===== src/rtl/uart_tx_scheduler.sv =====
// uart_tx_scheduler
//   Shares one serial UART transmit line between N_REQ requesters. A
//   round-robin arbiter picks a requester while idle, latches its byte and
//   sends start, data LSB-first, optional parity, stop, then GAP_BITS idle
//   bit times. One bit time is one clk_uart cycle.
// Ports
//   clk_uart    bit-rate clock, everything on posedge
//   rst         asynchronous, active-high reset
//   req_valid   per-requester byte available
//   req_data    byte of requester i at [i*DATA_W +: DATA_W]
//   req_ready   one-hot accept strobe (combinational, only in IDLE)
//   grant_id    index of the requester owning the current/last frame
//   busy        high from the start bit through the last gap cycle
//   frame_done  one-cycle pulse during the stop bit
//   tx          serial line, idle high
module uart_tx_scheduler #(
  parameter int N_REQ      = 4,
  parameter int DATA_W     = 8,
  parameter int PARITY_EN  = 1,
  parameter int PARITY_ODD = 0,
  parameter int GAP_BITS   = 1
) (
  input  logic                       clk_uart,
  input  logic                       rst,
  input  logic [N_REQ-1:0]           req_valid,
  input  logic [N_REQ*DATA_W-1:0]    req_data,
  output logic [N_REQ-1:0]           req_ready,
  output logic [$clog2(N_REQ)-1:0]   grant_id,
  output logic                       busy,
  output logic                       frame_done,
  output logic                       tx
);

  localparam int ID_W    = $clog2(N_REQ);
  localparam int CNT_MAX = (DATA_W > GAP_BITS) ? DATA_W : GAP_BITS;
  localparam int CNT_W   = $clog2(CNT_MAX + 1);

  localparam logic [2:0] S_IDLE   = 3'd0;
  localparam logic [2:0] S_START  = 3'd1;
  localparam logic [2:0] S_DATA   = 3'd2;
  localparam logic [2:0] S_PARITY = 3'd3;
  localparam logic [2:0] S_STOP   = 3'd4;
  localparam logic [2:0] S_GAP    = 3'd5;

  logic [2:0]        state_q, state_d;
  logic [DATA_W-1:0] shift_q, shift_d;
  logic              par_q, par_d;
  logic [CNT_W-1:0]  cnt_q, cnt_d;
  logic [ID_W-1:0]   last_q, last_d;
  logic [ID_W-1:0]   grant_id_q, grant_id_d;
  logic              tx_q, tx_d;
  logic              busy_q, busy_d;
  logic              frame_done_q, frame_done_d;

  logic [ID_W-1:0]   winner;
  logic              any_valid;
  logic [DATA_W-1:0] sel_data;

  // Round-robin search: the first valid index strictly after the last
  // winner, wrapping around, so the last winner has lowest priority.
  always_comb begin
    int idx;
    idx       = 0;
    winner    = last_q;
    any_valid = 1'b0;
    for (int i = 1; i <= N_REQ; i++) begin
      idx = int'(last_q) + i;
      if (idx >= N_REQ) idx = idx - N_REQ;
      if (!any_valid && req_valid[idx]) begin
        any_valid = 1'b1;
        winner    = ID_W'(idx);
      end
    end
    sel_data = req_data[int'(winner)*DATA_W +: DATA_W];
  end

  // Accept strobe is gated with rst so no transfer is signalled while the
  // state register is held in reset.
  always_comb begin
    req_ready = '0;
    if (state_q == S_IDLE && !rst && any_valid) req_ready[winner] = 1'b1;
  end

  // Next-state logic. tx_d is the line value for the state being entered,
  // so tx comes straight from a flop. Parity is captured together with the
  // byte because the shift register is consumed while serialising.
  always_comb begin
    state_d    = state_q;
    shift_d    = shift_q;
    par_d      = par_q;
    cnt_d      = cnt_q;
    last_d     = last_q;
    grant_id_d = grant_id_q;
    tx_d       = 1'b1;
    case (state_q)
      S_IDLE: begin
        if (any_valid) begin
          state_d    = S_START;
          shift_d    = sel_data;
          par_d      = (PARITY_ODD != 0) ? ~^sel_data : ^sel_data;
          grant_id_d = winner;
          last_d     = winner;
          tx_d       = 1'b0;
        end
      end
      S_START: begin
        state_d = S_DATA;
        cnt_d   = '0;
        tx_d    = shift_q[0];
        shift_d = shift_q >> 1;
      end
      S_DATA: begin
        if (cnt_q == CNT_W'(DATA_W - 1)) begin
          cnt_d = '0;
          if (PARITY_EN != 0) begin
            state_d = S_PARITY;
            tx_d    = par_q;
          end else begin
            state_d = S_STOP;
          end
        end else begin
          cnt_d   = cnt_q + 1'b1;
          tx_d    = shift_q[0];
          shift_d = shift_q >> 1;
        end
      end
      S_PARITY: state_d = S_STOP;
      S_STOP: begin
        cnt_d   = '0;
        state_d = (GAP_BITS > 0) ? S_GAP : S_IDLE;
      end
      S_GAP: begin
        if (cnt_q == CNT_W'(GAP_BITS - 1)) begin
          cnt_d   = '0;
          state_d = S_IDLE;
        end else begin
          cnt_d = cnt_q + 1'b1;
        end
      end
      default: state_d = S_IDLE;
    endcase
    busy_d       = (state_d != S_IDLE);
    frame_done_d = (state_d == S_STOP);
  end

  // Last winner resets to N_REQ-1 so requester 0 has top priority.
  always_ff @(posedge clk_uart or posedge rst) begin
    if (rst) begin
      state_q      <= S_IDLE;
      shift_q      <= '0;
      par_q        <= 1'b0;
      cnt_q        <= '0;
      last_q       <= ID_W'(N_REQ - 1);
      grant_id_q   <= '0;
      tx_q         <= 1'b1;
      busy_q       <= 1'b0;
      frame_done_q <= 1'b0;
    end else begin
      state_q      <= state_d;
      shift_q      <= shift_d;
      par_q        <= par_d;
      cnt_q        <= cnt_d;
      last_q       <= last_d;
      grant_id_q   <= grant_id_d;
      tx_q         <= tx_d;
      busy_q       <= busy_d;
      frame_done_q <= frame_done_d;
    end
  end

  assign grant_id   = grant_id_q;
  assign busy       = busy_q;
  assign frame_done = frame_done_q;
  assign tx         = tx_q;

endmodule


===== config.mk =====
export PLATFORM = sky130hd
export DESIGN_NAME = uart_tx_scheduler
export DESIGN_NICKNAME = d
export VERILOG_FILES = /design/src/rtl/uart_tx_scheduler.sv
export SDC_FILE = /design/constraint.sdc
export NUM_CORES = 1
export LEC_CHECK = 0
export BUFFER_PORTS_ARGS = -buffer_cell sky130_fd_sc_hd__buf_4
export CAP_MARGIN = 20
export CORE_ASPECT_RATIO = 2
export CORE_MARGIN = 5
export CORE_UTILIZATION = 40
export CTS_CLUSTER_DIAMETER = 30
export DETAILED_ROUTE_END_ITERATION = 8
export PLACE_DENSITY = 0.69
export SLEW_MARGIN = 0
export SYNTH_ARGS = -nofsm -noshare
export SYNTH_HDL_FRONTEND = slang
export SYNTH_SLANG_ARGS = --single-unit

===== constraint.sdc =====
create_clock -name clk_uart -period 3.2 [get_ports clk_uart]
set_input_delay 0.64 -clock clk_uart [delete_from_list [all_inputs] [get_ports clk_uart]]
set_output_delay 0.64 -clock clk_uart [all_outputs]
set_load 0.1 [all_outputs]

==> metrics.md, run 1 <==
| Metric | Value |
|---|---|
| Drt wl/cell | 15.3 µm |
| Top flip-flop cell by instance count after synthesis | sky130_fd_sc_hd__dfrtp_1 |
| First DRT Iteration DRCs | 61 |
| Gates resized, CTS repair | 0 |
| Post-detail-place hpwl | around 3600 µm |
| Kind of capture point of the worst setup path | output pin |
| Register area share after synthesis | 0.339 |
| Number of pins exceeding their max-slew limit in the final report | 0 |
| Synthesized Nets | around 240 |
| Class of the worst hold path | in2async |
| Post-synth EDFFs | 0 |
| Number of rows in the core area | 33 |
| Number of filler cells placed in the layout | between 300 and 400 |
| Number of buffers inserted during clock tree synthesis | 3 |
| Final weighted congestion of routability-driven global placement | 0.816 |
| Final setup vio count | 0 |
| Worst Clk Skew | 0.00357 ns |
| Maximum vdd ir drop | roughly 0.6 mV |
| Transition at the pin with the smallest max-transition slack | roughly 0.77 ns |
| Setup repair after global routing missed its margin | false |
| Clock Tree Root | sky130_fd_sc_hd__clkbuf_8 |
| Clock Tree Buf Depth | 2 |
| Synthesis warning total | 0 |
| Pin count of the biggest net entering global routing | 18 |
| End-of-flow core utilization | 0.518 |
| Instance count of the mapped netlist | approximately 200 |
| Mapped Avg Cell Area | about 8.6 µm² |
| Final instance area | roughly 2100 µm² |
| Maximum fanout along the worst path | 13 |
| Switching Fraction | 0.504 |
| Die X-Extent | around 56 µm |
| Worst Path Class, Setup | reg2out |
| Die H | 102 µm |
| Clock Pin Slew Worst Setup and Hold Paths | ~0.080 ns |
| Placed standard-cell area | around 2100 µm² |
| Launching element type of the critical path | flop |
| Placeable Area | between 4000 and 5000 µm² |
| Dominant cells by area after synthesis | sky130_fd_sc_hd__dfrtp_1, sky130_fd_sc_hd__nand2_1, sky130_fd_sc_hd__a21oi_1 |
| Top post-synthesis cells by count | sky130_fd_sc_hd__nand2_1, sky130_fd_sc_hd__dfrtp_1, sky130_fd_sc_hd__a21oi_1, sky130_fd_sc_hd__nor2_1, sky130_fd_sc_hd__inv_1 |
| Worst-Skew Late Latency | 0.26 ns |
| Cell internal power dissipation | between 1 and 1.5 mW |
| Power density cells | between 1000 and 1500 nW/µm² |
| Reported net switching power | roughly 1.2 mW |
| Share of power burned in combinational logic | 0.690 |
| Layout cell share with drive strength beyond 1 | 0.284 |
| Fraction of synthesis flops using an asynchronous set or reset pin | 1.00 |
| Slew HR | 0.482 |
| Flop2flop setup slack | ~0.41 ns |
| Number of setup buffers added after CTS | 0 |
| Yosys top cell area share | 0.293 |
| TritonCTS clock tree | yes |
| I/O Buffers | between 40 and 50 |
| Required time worst endpoint | 2.56 ns |
| Layout-stage area growth over the synthesis result | 25.4% |
| Starting density of the core | 0.413 |
| Global-route wire length before repair | 7550 µm |
| Synth unique cells | 45 |
| Post-synth design cell area | 1710 µm² |
| Leading cell type by number of instances after synthesis | sky130_fd_sc_hd__nand2_1 |
| Leak pwr | 1.01 nW |
| Number of nets in the finished design | approximately 280 |
| Die Area | about 5800 µm² |
| DRC violation count after routing | 0 |
| Number of diodes | 0 |
| GRT Overall Usage | 0.165 |
| Wire length after detailed routing | about 4500 µm |
| Run status | completed |
| Cell accounting for the most synthesized area | sky130_fd_sc_hd__dfrtp_1 |
| Sum of overflow across all layers after global routing | 0 |
| Antenna violations before repair | 0 |
| Count of state elements after synthesis | 23 |
| Sink count of the clock tree | 23 |
| Setup TNS after final layout | 0 ns |
| Final count of hold timing violations | 0 |
| Number of global-route vias before repair | approximately 1,600 |
| Final hold slack | approximately 0.43 ns |
| Total number of H-tree levels | 1 |
| Iteration count of the initial detailed-routing pass | 6 |
| Routed vias/inst | 5.49 |
| Data arrival time of the worst path | between 2 and 2.5 ns |
| Fmax achieved | approximately 0.33 GHz |
| Number of routed nets with antenna violations | 0 |
| Number of max-cap violations | 0 |
| Proportion of power drawn by flip-flops and latches | 0.239 |
| Count of hold-fix buffers inserted at cts | 0 |
| Num ports | 47 |
| Final cycle utilization of the critical path | 0.935 |
| Relative contribution of the clock network to total power | 0.071 |
| Total vias in the final route | approximately 1,600 |
| Final worst path period need | between 2 and 3 ns |
## registers in the layout (all words and copies together) (netlist names)
register    cells
state_q         3
tx              1
grant_id        2
shift_q         8
frame_done      1
busy            1
par_q           1
last_q          2
cnt_q           4
## through the flow
| step | worst slack [ns] | power, mW | std cells |
|---|---|---|---|
| CTS | 0.199 | 2.49 | 295 |
| floorplan | -0.521 | 2.00 | 199 |
| detailed placement | 0.247 | 2.31 | 291 |
| finish | 0.208 | 2.47 | 295 |
| global placement | 0.359 | 2.28 | 291 |
| global route | 0.0415 | 2.69 | 295 |
## metal layers
layer	GRT usage	wire length, µm	vias to the layer above
li1	-	-	803
met1	0.170	1610	763
met2	0.317	2600	48
met3	0.0341	226	6
met4	0.0695	80	0
met5	0	0	-
## path summary, 6_finish.rpt
path                             from            to  cells after the start
max in group asynchronous         rst    shift_q[5]                      3
hold / removal                    rst   grant_id[0]                      2
min in group clk_uart      shift_q[4]    shift_q[4]                      1
setup / recovery            last_q[1]  req_ready[2]                      6
setup reg to reg            last_q[1]         par_q                      8
hold reg to reg            shift_q[4]    shift_q[4]                      1
## critical path, stage by stage, from the launching register on
cell	delay [ns]
sky130_fd_sc_hd__dfstp_2	0.68
sky130_fd_sc_hd__nand2b_4	0.19
sky130_fd_sc_hd__a21oi_1	0.09
sky130_fd_sc_hd__a221oi_4	0.37
sky130_fd_sc_hd__buf_4	0.27
sky130_fd_sc_hd__and4_1	0.20
sky130_fd_sc_hd__buf_4	0.29
## cells in the final DEF (no fill, tap or decap), drive strengths merged, types with 7 or more instances in the layout
| cell type | instances |
|---|---|
| dfrtp | 20 |
| o21ai | 10 |
| mux2i | 7 |
| nand2 | 34 |
| buf | 51 |
| nor3 | 7 |
| a21oi | 16 |
| nor2 | 16 |
| inv | 13 |
| a32oi | 11 |
## final cells by class
type,instances,area (µm²),area share
clock buffer,3,41.3,0.0193
clock inverter,1,5.00,0.00234
inverter,13,48.8,0.0228
multi-input combinational,152,1020,0.476
sequential,23,579,0.271
tap,52,65.1,0.0304
timing repair buffer,51,383,0.179
## cells by family after synthesis
group           Yosys count  synth area share
flops                    23             0.339
fa+ha+maj                 2            0.0147
compound gates           60             0.269
mux                       7            0.0411
buf+inv                  24            0.0711
simple gates             76             0.213
xor+xnor                  7            0.0521
## power groups by stage
stage          clock [mW]  combinational, mW  sequential, mW
2_1_floorplan           0               1.27           0.732
3_3_place_gp            0               1.69           0.592
3_5_place_dp            0               1.72           0.596
4_1_cts             0.180               1.72           0.590
5_1_grt             0.196               1.88           0.612
6_report            0.176               1.70           0.590
Note: power is estimated with default switching activity, not from simulation.
==> run 2, diff against run 1 <==
--- a/config.mk
+++ b/config.mk
@@ -13,6 +13,7 @@
 export CTS_CLUSTER_DIAMETER = 30
 export DETAILED_ROUTE_END_ITERATION = 8
 export PLACE_DENSITY = 0.69
+export RECOVER_POWER = 50
 export SLEW_MARGIN = 0
 export SYNTH_ARGS = -nofsm -noshare
 export SYNTH_HDL_FRONTEND = slang
==> metrics.md, run 2 (synthesis gave the netlist of run 1 again) <==
| Metric | Value |
|---|---|
| Final hold slack | 0.434 ns (+0.00470 ns) |
| Setup repair after global routing missed its margin | false |
| Worst path max stage delay | 0.68 ns (about the same) |
| Kind of capture point of the worst setup path | output pin |
| Cell internal power dissipation | 1.22 mW (-0.50%) |
| Worst Path Class, Setup | reg2out |
| Clock Pin Slew Worst Setup and Hold Paths | 0.08 ns (about the same) |
| Sequential cell area | 579 µm² (unchanged) |
| CP top delay family | flip-flops |
| Startpoint of the worst setup timing path | last_q[1] |
| Count of hold-fix buffers inserted at cts | 0 (unchanged) |
| Num ports | 47 (unchanged) |
| Number of diodes | 0 (unchanged) |
| Global-route wire length before repair | 7550 µm (unchanged) |
| Number of filler cells placed in the layout | 403 (+1.0%) |
| Iteration count of the initial detailed-routing pass | 6 (unchanged) |
| Routed vias/inst | 5.51 (+0.31%) |
| Cells along the critical path | nand2b_4 > a21oi_1 > a221oi_4 > buf_4 > and4_1 > buf_4 |
| Data arrival time of the worst path | 2.35 ns (about the same) |
| Final setup vio count | 0 (unchanged) |
| Die Area | 5750 µm² (unchanged) |
| Fmax achieved | 0.334 GHz (about the same) |
| Slew HR | 0.226 (-0.257) |
| Number of max-cap violations | 0 (unchanged) |
| Sink count of the clock tree | 23 (unchanged) |
| Placeable Area | 4130 µm² (unchanged) |
| Number of routed nets with antenna violations | 0 (unchanged) |
| Drt wl/cell | 15.3 µm (about the same) |
| Final count of hold timing violations | 0 (unchanged) |
| Clock Tree Root | sky130_fd_sc_hd__clkbuf_8 |
| Number of buffers and inverters on the critical path | 2 (unchanged) |
| Maximum vdd ir drop | 0.587 mV (-2.3%) |
| Pin count of the biggest net entering global routing | 18 (unchanged) |
| Post-detail-place hpwl | 3600 µm (unchanged) |
| Reg with most FFs | shift_q |
| # placed instances | 291 (unchanged) |
| Launching element type of the critical path | flop |
| Number of setup buffers added after CTS | 0 (unchanged) |
| Worst-Skew Late Latency | 0.26 ns (about the same) |
| CP Depth | 6 (unchanged) |
| Transition at the pin with the smallest max-transition slack | 1.17 ns (+0.393 ns) |
| Wire length after detailed routing | 4510 µm (about the same) |
| GRT Overall Usage | 0.165 (unchanged) |
| Most common library cell in the layout ignoring fill and taps | sky130_fd_sc_hd__buf_4 |
| Depth of the worst register-to-register path | 8 (unchanged) |
| Switching Fraction | 0.505 (+0.00110) |
| I/O Buffers | 46 (unchanged) |
| Required time worst endpoint | 2.56 ns (about the same) |
| Layout cell share with drive strength beyond 1 | 0.272 (-0.0123) |
| Relative contribution of the clock network to total power | 0.072 (about the same) |
| First DRT Iteration DRCs | 58 (-4.9%) |
| Worst Clk Skew | 0.00405 ns (+0.000487 ns) |
| Number of rows in the core area | 33 (unchanged) |
| Run status | completed |
| TritonCTS clock tree | yes |
| Die X-Extent | 56.2 µm (unchanged) |
| Non-filler cells, final | 295 (unchanged) |
| Power, Total | 2.46 mW (-0.28%) |
| Worst setup path end | req_ready[2] |
| Reported net switching power | 1.24 mW (about the same) |
| RR Endpoint | par_q |
| Layout-stage area growth over the synthesis result | 24.8% |
| Final cycle utilization of the critical path | 0.935 (about the same) |
| Number of flip-flops in the largest register | 8 (unchanged) |
| Total vias in the final route | 1,625 (+0.31%) |
| Power density cells | 1160 nW/µm² (+0.25%) |
| Die H | 102 µm (unchanged) |
| Commonest cells after routing, fill and taps aside | sky130_fd_sc_hd__buf_4, sky130_fd_sc_hd__nand2_1, sky130_fd_sc_hd__dfrtp_1 |
| Class of the worst hold path | in2async |
| Antenna violations before repair | 0 (unchanged) |
| Final worst path period need | 2.99 ns (+0.000385 ns) |
| Flop2flop setup slack | 0.40 ns (about the same) |
| Slowest-stage cell, CP | sky130_fd_sc_hd__dfstp_2 |
| Clock Tree Buf Depth | 2 (unchanged) |
| Sum of overflow across all layers after global routing | 0 (unchanged) |
| Maximum fanout along the worst path | 13 (unchanged) |
| Starting density of the core | 0.413 (unchanged) |
| Largest registers | shift_q: 8 flops, cnt_q: 4 flops, state_q: 3 flops |
| Number of nets in the finished design | 284 (unchanged) |
| Most frequent cell on the critical path | sky130_fd_sc_hd__buf_4 |
| Number of global-route vias before repair | 1,639 (unchanged) |
| Share of power burned in combinational logic | 0.689 (about the same) |
| Number of pins exceeding their max-slew limit in the final report | 0 (unchanged) |
| Number of buffers inserted during clock tree synthesis | 3 (unchanged) |
| Final weighted congestion of routability-driven global placement | 0.816 (unchanged) |
| Gates resized, CTS repair | 0 (unchanged) |
| DRC violation count after routing | 0 (unchanged) |
| Total number of H-tree levels | 1 (unchanged) |
| Launching point of the worst reg2reg path | last_q[1] |
| Leak pwr | 0.995 nW (-1.1%) |
| Proportion of power drawn by flip-flops and latches | 0.239 (about the same) |
| Multi-input combinational cell area | 1020 µm² (unchanged) |
run 2: cell type report:
class,instances,share of cell area
clock inverters,1,0.00235
repair buffers,51,0.175
well taps,52,0.0306
clock buffers,3,0.0194
inverters,13,0.0229
multi-input cells,152,0.478
flip-flops and latches,23,0.272
run 2: worst register-to-register path, cell delays in order, from the launching register on:
cell	delay, ns
sky130_fd_sc_hd__dfstp_2	0.68
sky130_fd_sc_hd__nand2b_1	0.16
sky130_fd_sc_hd__o32a_4	0.20
sky130_fd_sc_hd__and2_1	0.50
sky130_fd_sc_hd__nand2_1	0.12
sky130_fd_sc_hd__a32oi_1	0.35
sky130_fd_sc_hd__xor2_1	0.20
sky130_fd_sc_hd__xnor3_1	0.40
sky130_fd_sc_hd__o21ai_1	0.12
run 2: worst min path at each step:
stage	end	cells past startpoint
final	grant_id[0]	2
after global placement	shift_q[5]	2
after detailed placement	shift_q[4]	1
after global routing	grant_id[0]	2
after CTS	state_q[0]	2
after floorplan	shift_q[5]	2
run 2: per-layer routing:
layer / vias up / track usage / part of all wire
met3: 6 / 0.0341 / 0.050
met2: 50 / 0.317 / 0.57
met4: 0 / 0.0695 / 0.018
li1: 804 / - / -
met5: - / 0 / 0
met1: 765 / 0.170 / 0.36
run 2: power by group through the flow:
stage / Sequential, mW / Clock [mW] / Combinational [mW]
finish: 0.590 / 0.176 / 1.70
floorplan: 0.732 / 0 / 1.27
global route: 0.612 / 0.196 / 1.88
global placement: 0.592 / 0 / 1.69
CTS: 0.590 / 0.180 / 1.72
detailed placement: 0.596 / 0 / 1.72
run 2: per-stage QoR:
step | cell area, µm² | setup slack, ns | utilization | setup TNS (ns)
2_1_floorplan | 1720 | -0.521 | - | -1.04
3_3_place_gp | 2090 | 0.359 | 0.507 | 0
3_5_place_dp | 2090 | 0.247 | 0.507 | 0
4_1_cts | 2140 | 0.199 | 0.518 | 0
5_1_grt | 2130 | 0.0416 | 0.516 | 0
6_report | 2130 | 0.208 | 0.516 | 0
